### config.mk
export PLATFORM = sky130hd
export DESIGN_NAME = fpalu_divider_flat
export DESIGN_NICKNAME = d
export VERILOG_FILES = /design/src/rtl/fpalu_divider_pkg.sv /design/src/rtl/fpalu_divider_if.sv /design/src/rtl/fpalu_mant_div.sv /design/src/rtl/fpalu_divider.sv /design/src/flat_wrapper.sv
export SDC_FILE = /design/constraint.sdc
export NUM_CORES = 1
export LEC_CHECK = 0
export CAP_MARGIN = 30
export CORE_MARGIN = 5
export CORE_UTILIZATION = 25
export CTS_CLUSTER_SIZE = 25
export DETAILED_ROUTE_END_ITERATION = 7
export SYNTH_ARGS = -nofsm -noshare
export SYNTH_HDL_FRONTEND = slang
export SYNTH_SLANG_ARGS = --single-unit
export TNS_END_PERCENT = 1
### constraint.sdc
create_clock -name clock -period 5.34 [get_ports clock]
set_clock_uncertainty 0.2 [all_clocks]
set_input_delay 0.801 -clock clock [delete_from_list [all_inputs] [get_ports clock]]
set_output_delay 0.801 -clock clock [all_outputs]
set_load 0.05 [all_outputs]
### src/rtl/fpalu_divider_pkg.sv
// fpalu_pkg: shared definitions for the fpalu divider.
//   - IEEE-754 single-precision field widths, bias and special encodings
//   - Controller state encoding
//   - Operand classification (zero / normal / inf / NaN) with subnormals flushed to zero
package fpalu_pkg;

    localparam int unsigned EXP_W  = 8;
    localparam int unsigned FRAC_W = 23;
    localparam int unsigned MANT_W = FRAC_W + 1;  // hidden bit included
    localparam int unsigned BIAS   = 127;

    localparam logic [31:0] QNAN    = 32'h7FC0_0000;
    localparam logic [31:0] POS_INF = 32'h7F80_0000;

    // Classification exponent codes
    localparam logic [EXP_W-1:0] EXP_ZERO = '0;  // zero, or a subnormal that is flushed
    localparam logic [EXP_W-1:0] EXP_ONES = '1;  // infinity or NaN

    typedef enum logic [1:0] {
        StIdle   = 2'd0,
        StDivide = 2'd1,
        StRound  = 2'd2,
        StDone   = 2'd3
    } div_state_e;

    typedef enum logic [1:0] {
        ClsZero   = 2'd0,
        ClsNormal = 2'd1,
        ClsInf    = 2'd2,
        ClsNan    = 2'd3
    } fp_class_e;

    typedef struct packed {
        logic              sign;
        logic [EXP_W-1:0]  expo;
        logic [FRAC_W-1:0] frac;
    } fp32_t;

    function automatic fp_class_e classify(input fp32_t x);
        fp_class_e cls;
        if (x.expo == EXP_ZERO) begin
            cls = ClsZero;
        end else if (x.expo != EXP_ONES) begin
            cls = ClsNormal;
        end else if (x.frac == '0) begin
            cls = ClsInf;
        end else begin
            cls = ClsNan;
        end
        return cls;
    endfunction

endpackage

### src/rtl/fpalu_divider_if.sv
// fpalu_divider_if: controller <-> divider handshake and data bus.
//   start        controller request, sampled by the divider only while idle
//   A, B         dividend / divisor (IEEE-754 single)
//   busy, done   operation in flight / one-cycle completion pulse
//   Quotient     result, held until replaced by a later operation
//   overflow, underflow, div_by_zero  exception flags of the latest operation
// master = controller side, slave = divider side.
interface fpalu_divider_if;

    logic        start;
    logic [31:0] A;
    logic [31:0] B;
    logic        busy;
    logic        done;
    logic [31:0] Quotient;
    logic        overflow;
    logic        underflow;
    logic        div_by_zero;

    modport master (
        output start, A, B,
        input  busy, done, Quotient, overflow, underflow, div_by_zero
    );

    modport slave (
        input  start, A, B,
        output busy, done, Quotient, overflow, underflow, div_by_zero
    );

endinterface

### src/rtl/fpalu_mant_div.sv
// fpalu_mant_div: iterative restoring mantissa divider, one quotient bit per cycle.
// Ports:
//   clock, reset   rising-edge clock, synchronous active-low reset
//   load           capture dividend/divisor and start a new division
//   dividend       {1, fracA}
//   divisor        {1, fracB}
//   busy           iterations in progress
//   last           final iteration is being performed this cycle
//   valid          quotient/remainder complete, held until the next load
//   quotient       QBITS quotient bits, MSB is the integer bit
//   rem_nz         final remainder is nonzero (feeds the sticky bit)
module fpalu_mant_div
    import fpalu_pkg::*;
#(
    parameter int unsigned QBITS = 26
) (
    input  logic              clock,
    input  logic              reset,
    input  logic              load,
    input  logic [MANT_W-1:0] dividend,
    input  logic [MANT_W-1:0] divisor,
    output logic              busy,
    output logic              last,
    output logic              valid,
    output logic [QBITS-1:0]  quotient,
    output logic              rem_nz
);

    localparam int unsigned CNT_W = $clog2(QBITS);

    // One bit wider than the divisor: after the shift the remainder is < 2*divisor.
    logic [MANT_W:0]   rem_q;
    logic [MANT_W-1:0] div_q;
    logic [QBITS-1:0]  quo_q;
    logic [CNT_W-1:0]  cnt_q;
    logic              busy_q;
    logic              valid_q;

    logic              ge;
    logic [MANT_W-1:0] rem_sub;

    // After a restoring step the remainder is always below the divisor, so it fits MANT_W bits.
    always_comb begin
        ge      = rem_q >= {1'b0, div_q};
        rem_sub = ge ? MANT_W'(rem_q - {1'b0, div_q}) : rem_q[MANT_W-1:0];
    end

    assign last = busy_q && (cnt_q == CNT_W'(QBITS - 1));

    always_ff @(posedge clock) begin
        if (!reset) begin
            rem_q   <= '0;
            div_q   <= '0;
            quo_q   <= '0;
            cnt_q   <= '0;
            busy_q  <= 1'b0;
            valid_q <= 1'b0;
        end else if (load) begin
            rem_q   <= {1'b0, dividend};
            div_q   <= divisor;
            quo_q   <= '0;
            cnt_q   <= '0;
            busy_q  <= 1'b1;
            valid_q <= 1'b0;
        end else if (busy_q) begin
            rem_q <= {rem_sub, 1'b0};
            quo_q <= {quo_q[QBITS-2:0], ge};
            cnt_q <= cnt_q + CNT_W'(1);
            if (last) begin
                busy_q  <= 1'b0;
                valid_q <= 1'b1;
            end
        end
    end

    assign busy     = busy_q;
    assign valid    = valid_q;
    assign quotient = quo_q;
    assign rem_nz   = |rem_q;

endmodule

### src/rtl/fpalu_divider.sv
// fpalu_divider: iterative IEEE-754 single-precision divider, Quotient = A / B.
// Round-to-nearest-even, subnormal inputs and results flushed to zero.
// Ports:
//   clock   rising-edge clock
//   reset   synchronous active-low reset; aborts any operation in flight
//   bus     fpalu_divider_if.slave: start, A, B in; busy, done, Quotient,
//           overflow, underflow, div_by_zero out (all outputs registered)
// Latency from the accepting edge: done 28 cycles later for a real division,
// 2 cycles later for special operands.
module fpalu_divider
    import fpalu_pkg::*;
#(
    parameter int unsigned QBITS = 26
) (
    input  logic           clock,
    input  logic           reset,
    fpalu_divider_if.slave bus
);

    // ---------------------------------------------------------------- unpack
    fp32_t            op_a;
    fp32_t            op_b;
    fp_class_e        cls_a;
    fp_class_e        cls_b;
    logic             sign_in;
    logic signed [9:0] exp_in;

    assign op_a    = bus.A;
    assign op_b    = bus.B;
    assign cls_a   = classify(op_a);
    assign cls_b   = classify(op_b);
    assign sign_in = op_a.sign ^ op_b.sign;
    assign exp_in  = 10'(op_a.expo) - 10'(op_b.expo) + 10'(BIAS);

    // --------------------------------------------------------- special cases
    logic        spec_hit;
    logic [31:0] spec_res;
    logic        spec_dbz;

    always_comb begin
        spec_hit = 1'b1;
        spec_res = QNAN;
        spec_dbz = 1'b0;
        if (cls_a == ClsNan || cls_b == ClsNan ||
            (cls_a == ClsZero && cls_b == ClsZero) ||
            (cls_a == ClsInf && cls_b == ClsInf)) begin
            spec_res = QNAN;
        end else if (cls_a == ClsInf) begin
            spec_res = {sign_in, POS_INF[30:0]};
        end else if (cls_b == ClsInf || cls_a == ClsZero) begin
            spec_res = {sign_in, 31'b0};
        end else if (cls_b == ClsZero) begin
            spec_res = {sign_in, POS_INF[30:0]};
            spec_dbz = 1'b1;
        end else begin
            spec_hit = 1'b0;
        end
    end

    // ------------------------------------------------------ mantissa divider
    div_state_e       state_q;
    logic             load;
    logic             mant_busy;
    logic             mant_last;
    logic             mant_valid;
    logic [QBITS-1:0] mant_quo;
    logic             mant_rem_nz;

    assign load = (state_q == StIdle) && bus.start && !spec_hit;

    fpalu_mant_div #(
        .QBITS (QBITS)
    ) u_mant_div (
        .clock    (clock),
        .reset    (reset),
        .load     (load),
        .dividend ({1'b1, op_a.frac}),
        .divisor  ({1'b1, op_b.frac}),
        .busy     (mant_busy),
        .last     (mant_last),
        .valid    (mant_valid),
        .quotient (mant_quo),
        .rem_nz   (mant_rem_nz)
    );

    // ------------------------------------------------- normalise and round
    logic              sign_q;
    logic signed [9:0] exp_q;

    logic              norm_shift;
    logic [QBITS-1:0]  q_norm;
    logic [MANT_W-1:0] mant;
    logic              guard;
    logic              sticky;
    logic              round_up;
    logic [MANT_W:0]   mant_rnd;
    logic              carry;
    logic [FRAC_W-1:0] frac_out;
    logic signed [9:0] exp_rnd;
    logic [31:0]       rnd_result;
    logic              rnd_ovf;
    logic              rnd_unf;

    always_comb begin
        // Quotient of two [1,2) mantissas lies in (0.5,2): at most one left shift.
        norm_shift = ~mant_quo[QBITS-1];
        q_norm     = norm_shift ? {mant_quo[QBITS-2:0], 1'b0} : mant_quo;
        mant       = q_norm[QBITS-1 -: MANT_W];
        guard      = q_norm[QBITS-1-MANT_W];
        sticky     = (|q_norm[QBITS-2-MANT_W:0]) | mant_rem_nz;
        round_up   = guard & (sticky | mant[0]);
        mant_rnd   = {1'b0, mant} + {{MANT_W{1'b0}}, round_up};
        carry      = mant_rnd[MANT_W];
        // On carry-out the mantissa is exactly 2.0, i.e. 1.0 with the exponent bumped.
        frac_out   = carry ? mant_rnd[MANT_W-1:1] : mant_rnd[FRAC_W-1:0];
        exp_rnd    = exp_q - (norm_shift ? 10'sd1 : 10'sd0) + (carry ? 10'sd1 : 10'sd0);

        rnd_ovf    = 1'b0;
        rnd_unf    = 1'b0;
        if (exp_rnd >= 10'sd255) begin
            rnd_result = {sign_q, POS_INF[30:0]};
            rnd_ovf    = 1'b1;
        end else if (exp_rnd <= 10'sd0) begin
            rnd_result = {sign_q, 31'b0};
            rnd_unf    = 1'b1;
        end else begin
            rnd_result = {sign_q, exp_rnd[EXP_W-1:0], frac_out};
        end
    end

    // --------------------------------------------------------------- control
    logic        special_q;
    logic [31:0] spec_res_q;
    logic        spec_dbz_q;
    logic        busy_q;
    logic        done_q;
    logic [31:0] quotient_q;
    logic        ovf_q;
    logic        unf_q;
    logic        dbz_q;

    always_ff @(posedge clock) begin
        if (!reset) begin
            state_q    <= StIdle;
            sign_q     <= 1'b0;
            exp_q      <= '0;
            special_q  <= 1'b0;
            spec_res_q <= '0;
            spec_dbz_q <= 1'b0;
            busy_q     <= 1'b0;
            done_q     <= 1'b0;
            quotient_q <= '0;
            ovf_q      <= 1'b0;
            unf_q      <= 1'b0;
            dbz_q      <= 1'b0;
        end else begin
            unique case (state_q)
                StIdle: begin
                    done_q <= 1'b0;
                    if (bus.start) begin
                        busy_q     <= 1'b1;
                        ovf_q      <= 1'b0;
                        unf_q      <= 1'b0;
                        dbz_q      <= 1'b0;
                        sign_q     <= sign_in;
                        exp_q      <= exp_in;
                        special_q  <= spec_hit;
                        spec_res_q <= spec_res;
                        spec_dbz_q <= spec_dbz;
                        state_q    <= spec_hit ? StRound : StDivide;
                    end
                end
                StDivide: begin
                    if (mant_last) begin
                        state_q <= StRound;
                    end
                end
                StRound: begin
                    if (special_q) begin
                        quotient_q <= spec_res_q;
                        dbz_q      <= spec_dbz_q;
                        busy_q     <= 1'b0;
                        done_q     <= 1'b1;
                        state_q    <= StDone;
                    end else if (mant_valid && !mant_busy) begin
                        quotient_q <= rnd_result;
                        ovf_q      <= rnd_ovf;
                        unf_q      <= rnd_unf;
                        busy_q     <= 1'b0;
                        done_q     <= 1'b1;
                        state_q    <= StDone;
                    end
                end
                StDone: begin
                    done_q  <= 1'b0;
                    state_q <= StIdle;
                end
                default: begin
                    state_q <= StIdle;
                end
            endcase
        end
    end

    assign bus.busy        = busy_q;
    assign bus.done        = done_q;
    assign bus.Quotient    = quotient_q;
    assign bus.overflow    = ovf_q;
    assign bus.underflow   = unf_q;
    assign bus.div_by_zero = dbz_q;

endmodule

### src/flat_wrapper.sv
// flat-port wrapper written by rule: the top's interface ports become plain ports
module fpalu_divider_flat import fpalu_pkg::*;
#(
    parameter int unsigned QBITS = 26
)
  (clock, reset, bus_start, bus_A, bus_B, bus_busy, bus_done, bus_Quotient, bus_overflow, bus_underflow, bus_div_by_zero);
  fpalu_divider_if bus_i ();
  input  logic clock;
  input  logic reset;
  input wire logic [$bits(bus_i.start)-1:0] bus_start;
  input wire logic [$bits(bus_i.A)-1:0] bus_A;
  input wire logic [$bits(bus_i.B)-1:0] bus_B;
  output wire logic [$bits(bus_i.busy)-1:0] bus_busy;
  output wire logic [$bits(bus_i.done)-1:0] bus_done;
  output wire logic [$bits(bus_i.Quotient)-1:0] bus_Quotient;
  output wire logic [$bits(bus_i.overflow)-1:0] bus_overflow;
  output wire logic [$bits(bus_i.underflow)-1:0] bus_underflow;
  output wire logic [$bits(bus_i.div_by_zero)-1:0] bus_div_by_zero;
  assign bus_i.start = bus_start;
  assign bus_i.A = bus_A;
  assign bus_i.B = bus_B;
  assign bus_busy = bus_i.busy;
  assign bus_done = bus_i.done;
  assign bus_Quotient = bus_i.Quotient;
  assign bus_overflow = bus_i.overflow;
  assign bus_underflow = bus_i.underflow;
  assign bus_div_by_zero = bus_i.div_by_zero;
  fpalu_divider #(.QBITS(QBITS)) u_core (.clock(clock), .reset(reset), .bus(bus_i));
endmodule
After elaboration in Yosys (flattened, before gate mapping)
Cells that the tools add are included.

storage, ports and cells
  input port bits = 67
  word-level logic and storage cells = 140
  bits in registers = 166
  output and inout bits = 37

operators by class
  muxes and demuxes = 56
  reduce and logical (&&, ||, !) cells = 34
  bitwise operators = 5
  equal/unequal tests = 16
  magnitude comparators = 3
  $add $sub $neg = 7

operators by type and width
  operator                                                          count
  two-way mux 32 bit                                                6
  two-way mux 24 bit                                                3
  two-way mux 31 bit                                                2
  zero test 23 bit                                                  2
  two-way mux 1 bit                                                 28
  two-way mux 26 bit                                                1
  adder 24 x 1 -> 25 bit                                            1
  >= comparator 25 x 24 -> 1 bit                                    1
  OR reduction 25 bit                                               1
  subtractor 24 bit                                                 1
  two-way mux 23 bit                                                1
  two-way mux 2 bit                                                 9
  zero test 8 bit                                                   2
  != test 8 bit (second input constant)                             2
  equality test 2 bit (second input constant)                       6
  adder 10 bit                                                      1
  adder 10 x 7 -> 10 bit (second input constant)                    1
  >= comparator 10 x 9 -> 1 bit (second input constant)             1
  less-or-equal comparator 10 x 1 -> 1 bit (second input constant)  1
  case mux 1 bit (2 select lines)                                   5
  subtractor 10 bit                                                 1
  AND reduction 3 bit                                               3
  subtractor 8 x 8 -> 9 bit                                         1
  case mux 2 bit (4 select lines)                                   1
  18 further kinds                                                  40

Logic depth before layout (Yosys ltp)
  depth in word-level cells = 13
  depth in mapped cells = 26
  mapped depth without buffers = 19

Modules after synthesis
Synthesis repeated with hierarchy kept, for this count alone.

unflattened totals
  cells, all modules = 1,135
  area total of the unflattened synthesis = 9,293.9 um^2

by module, submodules not included
  module          times used  seq. area each (um^2)  cells an instance  area an instance (um^2)
  fpalu_mant_div  1           1,641.6                552                4,820.9
  fpalu_divider   1           1,101.1                583                4,473.0

Worst setup path before layout
Ideal clock, no wire load.

  path kind = flip-flop to flip-flop
  start point = register u_core.u_mant_div.quo_q[25], in the netlist u_core.u_mant_div.quotient[25]
  end point = register u_core.quotient_q[7], in the netlist u_core.bus.Quotient[7]
  clock period less this slack = 5,513 ps
  stages on the path, launching flop included = 27
  path buffers = 8
  arrival = 5,217 ps
  slack = -173 ps
  library setup time = 96 ps
  required time = 5,044 ps
  path through = dfxtp_1 -> buf_4 -> buf_4 -> clkbuf_1 -> buf_1 -> mux2_2 -> ha_1 -> nand3_1 -> nor4b_4 -> and3_1 -> buf_2 -> and3_1 -> and3b_1 -> buf_4 -> buf_4 -> ha_1 -> inv_1 -> fa_1 -> nor2b_1 -> o31a_2 -> o21a_1 -> o21a_1 -> nor3_1 -> a21oi_1 -> nand4_1 -> buf_4 -> o41ai_2

between the ends
  word-level cells in the longest chain between the ends = 12
  elaborated cells between the ends (all ways) = 16
  those cells by class = add/sub (3); order compare (2); mux (8); bitwise (3)

ends and longest elaborated chain
  item                                      line                  RTL
  from (decl)                               fpalu_mant_div.sv:34  logic [QBITS-1:0] quo_q;
  from (signal assigned)                    fpalu_mant_div.sv:67  quo_q <= {quo_q[QBITS-2:0], ge};
  two-way mux 26 bit                        fpalu_divider.sv:107  q_norm = norm_shift ? {mant_quo[QBITS-2:0], 1'b0} : mant_quo;
  bitwise OR 1 bit                          fpalu_divider.sv:110  sticky = (|q_norm[QBITS-2-MANT_W:0]) | mant_rem_nz;
  bitwise OR 1 bit                          fpalu_divider.sv:111  round_up = guard & (sticky | mant[0]);
  bitwise AND 1 bit                         fpalu_divider.sv:111
  adder 24 x 1 -> 25 bit                    fpalu_divider.sv:112  mant_rnd = {1'b0, mant} + {{MANT_W{1'b0}}, round_up};
  two-way mux 1 bit                         fpalu_divider.sv:116  exp_rnd = exp_q - (norm_shift ? 10'sd1 : 10'sd0) + (carry ? 10'sd1 : 10'sd0);
  adder 10 bit                              fpalu_divider.sv:116
  less-or-equal comparator 10 x 1 -> 1 bit  fpalu_divider.sv:123  end else if (exp_rnd <= 10'sd0) begin
  two-way mux 31 bit                        fpalu_divider.sv:123
  two-way mux 31 bit (*)                    fpalu_divider.sv:120  if (exp_rnd >= 10'sd255) begin
  two-way mux 32 bit (*)                    fpalu_divider.sv:185  end else if (mant_valid && !mant_busy) begin
  two-way mux 32 bit (*)                    fpalu_divider.sv:179  if (special_q) begin
  to (signal assigned)                      fpalu_divider.sv:180  quotient_q <= spec_res_q;
  to (signal assigned)                      fpalu_divider.sv:186  quotient_q <= rnd_result;
  to (decl)                                 fpalu_divider.sv:137  logic [31:0] quotient_q;

Mark *: on every way between the ends. The rest lies on a longest branch, timed or not. The select of a mux whose other input is x is not followed.
A chain may end at the register's enable or synchronous reset.

Worst setup path after layout
  start point = register u_core.u_mant_div.quo_q[25], in the netlist u_core.u_mant_div.quotient[25]
  end point = register u_core.quotient_q[13], in the netlist u_core.bus.Quotient[13]

The elaborated chain is that of the path after synthesis.

==> flow_metrics.tcl <==
set metrics [dict create \
    run_status "finished clean" \
    routed_via_density 5.07 \
    tritoncts "yes" \
    clk_latency_ps 430 \
    fin_cells 1711 \
    layout_common_cells "dfxtp_1 (136), nand2_1 (129), a21oi_1 (125)" \
    layout-drive-gt1-share 0.0664 \
    mostFrequentLayoutCell "dfxtp_1" \
    die_h_um 200 \
    min_from "u_core.bus.Quotient[12]" \
    ff2ff_setup_slack_ps 340 \
    grt_pass1_vias 8190 \
    stdcell_area_um2 11100 \
    ys_ff_latch 137 \
    vias 8683 \
    slew_headroom 0.391 \
    hold_depth 2 \
    r2r_end "u_core.bus.Quotient[13]" \
    ioPinCount 104 \
    area_growth_syn_to_layout_pct 23.0 \
    finalCriticalPeriod_ps 5000 \
    dr_wl_met3_mm 1.49 \
    vdd_drop_max_mv 0.295 \
    fin_ws_ps 345 \
    dr.pass1.iters 4 \
    place_ws_ps 183 \
    syn_nets 1282 \
    synth_cell_types 75 \
    hold_viol 0 \
    crit_family "simple AND/OR/NAND/NOR gates" \
    crit_buf_inv 3 \
    placed_area_um2 10500 \
    fillerInstances 3757 \
    setup.worst_path.start_class "flop" \
    syn_inst 1161 \
    ant_nets 0 \
    wl_mm 26.7 \
    clk_path_buf_depth 2 \
    fp-row-count 69 \
    path_cells "nand2b_1 -> a21boi_1 -> ha_2 -> nand3_1 -> nor4b_4 -> and3_1 -> buf_4 -> and3_1 -> and3b_1 -> ha_1 -> inv_1 -> fa_1 -> nor2b_1 -> o31a_2 -> o21ai_0 -> a21oi_1 -> xor2_1 -> a21oi_2 -> nand4_1 -> buf_4 -> o41ai_1" \
    place_inst 1676 \
    drc 0 \
    cts_made_buffers 17 \
    clock-root-buffer "clkbuf_16" \
    p_per_area_nw_per_um2 507 \
    synth_edf_count 0 \
    crit_arrival_ps 5110 \
    async_flop_share 0 \
    cp_slowest_cell "fa_1" \
    cp-end-kind "flop" \
    path_clk_slew_ps 60 \
    worstHoldEndpoint "u_core.bus.Quotient[12]" \
    max_clock_freq_ghz 0.200 \
    cts_max_level 4 \
    nNetsFinal 1358 \
    slew_violations 0 \
    ys_seq_area_frac 0.303 \
    coreArea_um2 35700 \
    cap_violations 0 \
    worst-setup-path-type "reg2reg" \
    crit_fanout 22 \
    die_w_um 200 \
    start_util 0.254 \
    holdWs_ps 248 \
    maxUsedRoutingLayer "met5" \
    cts_num_sinks 137 \
    dr.first_iter.drc_count 599 \
    dp_hpwl_mm 19.9 \
    antenna_found_initial 1 \
    max_stage_delay_ps 390 \
    period_share 0.935 \
    hold_class "reg2reg" \
    wirelength_met1_mm 12.7 \
    worst_ep_required_time_ps 5460 \
    avgSynthCellArea_um2 7.79 \
    netlist_area_um2 9050 \
    finalSetupViolCount 0 \
    synth_warnings 0 \
    rr_worst_depth 21 \
    wl_per_cell_um 15.6 \
    power.leakage_nw 4.14 \
    wl_met2_mm 12.0 \
    place.gp.congestion 0.878 \
    diodes 0 \
    numPortBuffers 103 \
    r2r_start "u_core.u_mant_div.quotient[25]" \
    grt_overflow 0 \
    ctsHoldBuffers 0 \
    ys.flop_type "dfxtp_1" \
    worst_pin_slew_ps 914 \
    grt_max_degree 70 \
    design.die.area_um2 40100 \
    grt_first_pass_wirelength_mm 43.0 \
    grt_util_all_layers 0.128 \
]
[synth_stat cells, drive strengths merged (13+ instances only)]
| cell type | n | area (µm²) |
|---|---|---|
| and3 | 18 | 113 |
| a31oi | 14 | 103 |
| a21oi | 126 | 631 |
| o21ai | 64 | 324 |
| nand2 | 129 | 484 |
| nand3 | 20 | 100 |
| inv | 67 | 251 |
| nor4 | 19 | 119 |
| xor2 | 21 | 184 |
| nor3 | 24 | 120 |
| mux2i | 52 | 521 |
| clkbuf | 46 | 174 |
| a211oi | 22 | 170 |
| dfxtp | 137 | 2740 |
| or3 | 13 | 81.3 |
| ha | 51 | 638 |
| o211ai | 20 | 150 |
| buf | 19 | 116 |
| nor2 | 101 | 379 |
| xnor2 | 24 | 210 |
| nor2b | 15 | 93.8 |
[report_power, final]
group	switching, W	leakage, nW	internal, W
Combinational	0.00180	2.73	0.00128
Clock	0.000511	0.294	0.000715
Sequential	0.000162	1.12	0.00118
Total	0.00247	4.14	0.00318
[how the worst max path moves through the flow]
stage                                    from                 endpoint  cells past startpoint
2_1_floorplan  u_core.u_mant_div.quotient[25]   u_core.bus.Quotient[7]                     26
3_3_place_gp   u_core.u_mant_div.quotient[25]  u_core.bus.Quotient[13]                     21
3_5_place_dp   u_core.u_mant_div.quotient[25]  u_core.bus.Quotient[13]                     21
4_1_cts        u_core.u_mant_div.quotient[25]  u_core.bus.Quotient[13]                     21
5_1_grt        u_core.u_mant_div.quotient[25]  u_core.bus.Quotient[13]                     21
6_report       u_core.u_mant_div.quotient[25]  u_core.bus.Quotient[13]                     21
[timing repair]
action / CTS / global route
endpoints found under the setup margin: 0 / 30
buffers inserted: 0 / 3
gates resized for setup: 0 / 4
[cell type report]
cell class	instances	area, µm²	area share
flip-flops and latches	137	2740	0.247
clock inverters	13	159	0.0143
repair buffers	122	1170	0.105
well taps	461	577	0.0518
inverters	67	251	0.0226
multi-input cells	892	5780	0.520
clock buffers	19	443	0.0398
[cell families after synthesis]
logic type,count (synthesis),share of synthesized area
simple gates,390,0.205
xor+xnor,45,0.0436
compound gates,347,0.249
mux,56,0.0625
fa+ha+maj,54,0.0771
flops,137,0.303
buf+inv,132,0.0599
[routing by layer]
metal / track usage / vias to the layer above
li1: - / 4351
met1: 0.173 / 4074
met2: 0.205 / 223
met3: 0.0296 / 33
met4: 0.0381 / 2
met5: 0 / -
[through the flow]
step            util  TNS (ps)  power [W]
6_report       0.312         0    0.00565
5_1_grt        0.312     -12.2    0.00607
4_1_cts        0.311         0    0.00564
3_5_place_dp   0.294         0    0.00439
3_3_place_gp   0.294         0    0.00437
2_1_floorplan      -         0    0.00374
[state kept, by name (all words and copies together) (netlist names), 2 cells and up]
register,flops
u_core.bus.Quotient,32
u_core.u_mant_div.quotient,26
u_core.u_mant_div.rem_q,25
u_core.u_mant_div.div_q,24
u_core.exp_q,10
u_core.u_mant_div.cnt_q,5
u_core.spec_res_q,3
u_core.state_q,2
[worst register-to-register path, delay by kind of cell (launching register included)]
kind,cells,cell delay [ps]
AOI/OAI and AO/OA,6,1200
xor gates and xnor gates,1,130
adders and majority gates,3,830
buffers and inverters,3,470
DFF,1,370
and+or+nand+nor,8,1700
No activity file was read; power rests on OpenSTA's default activity.
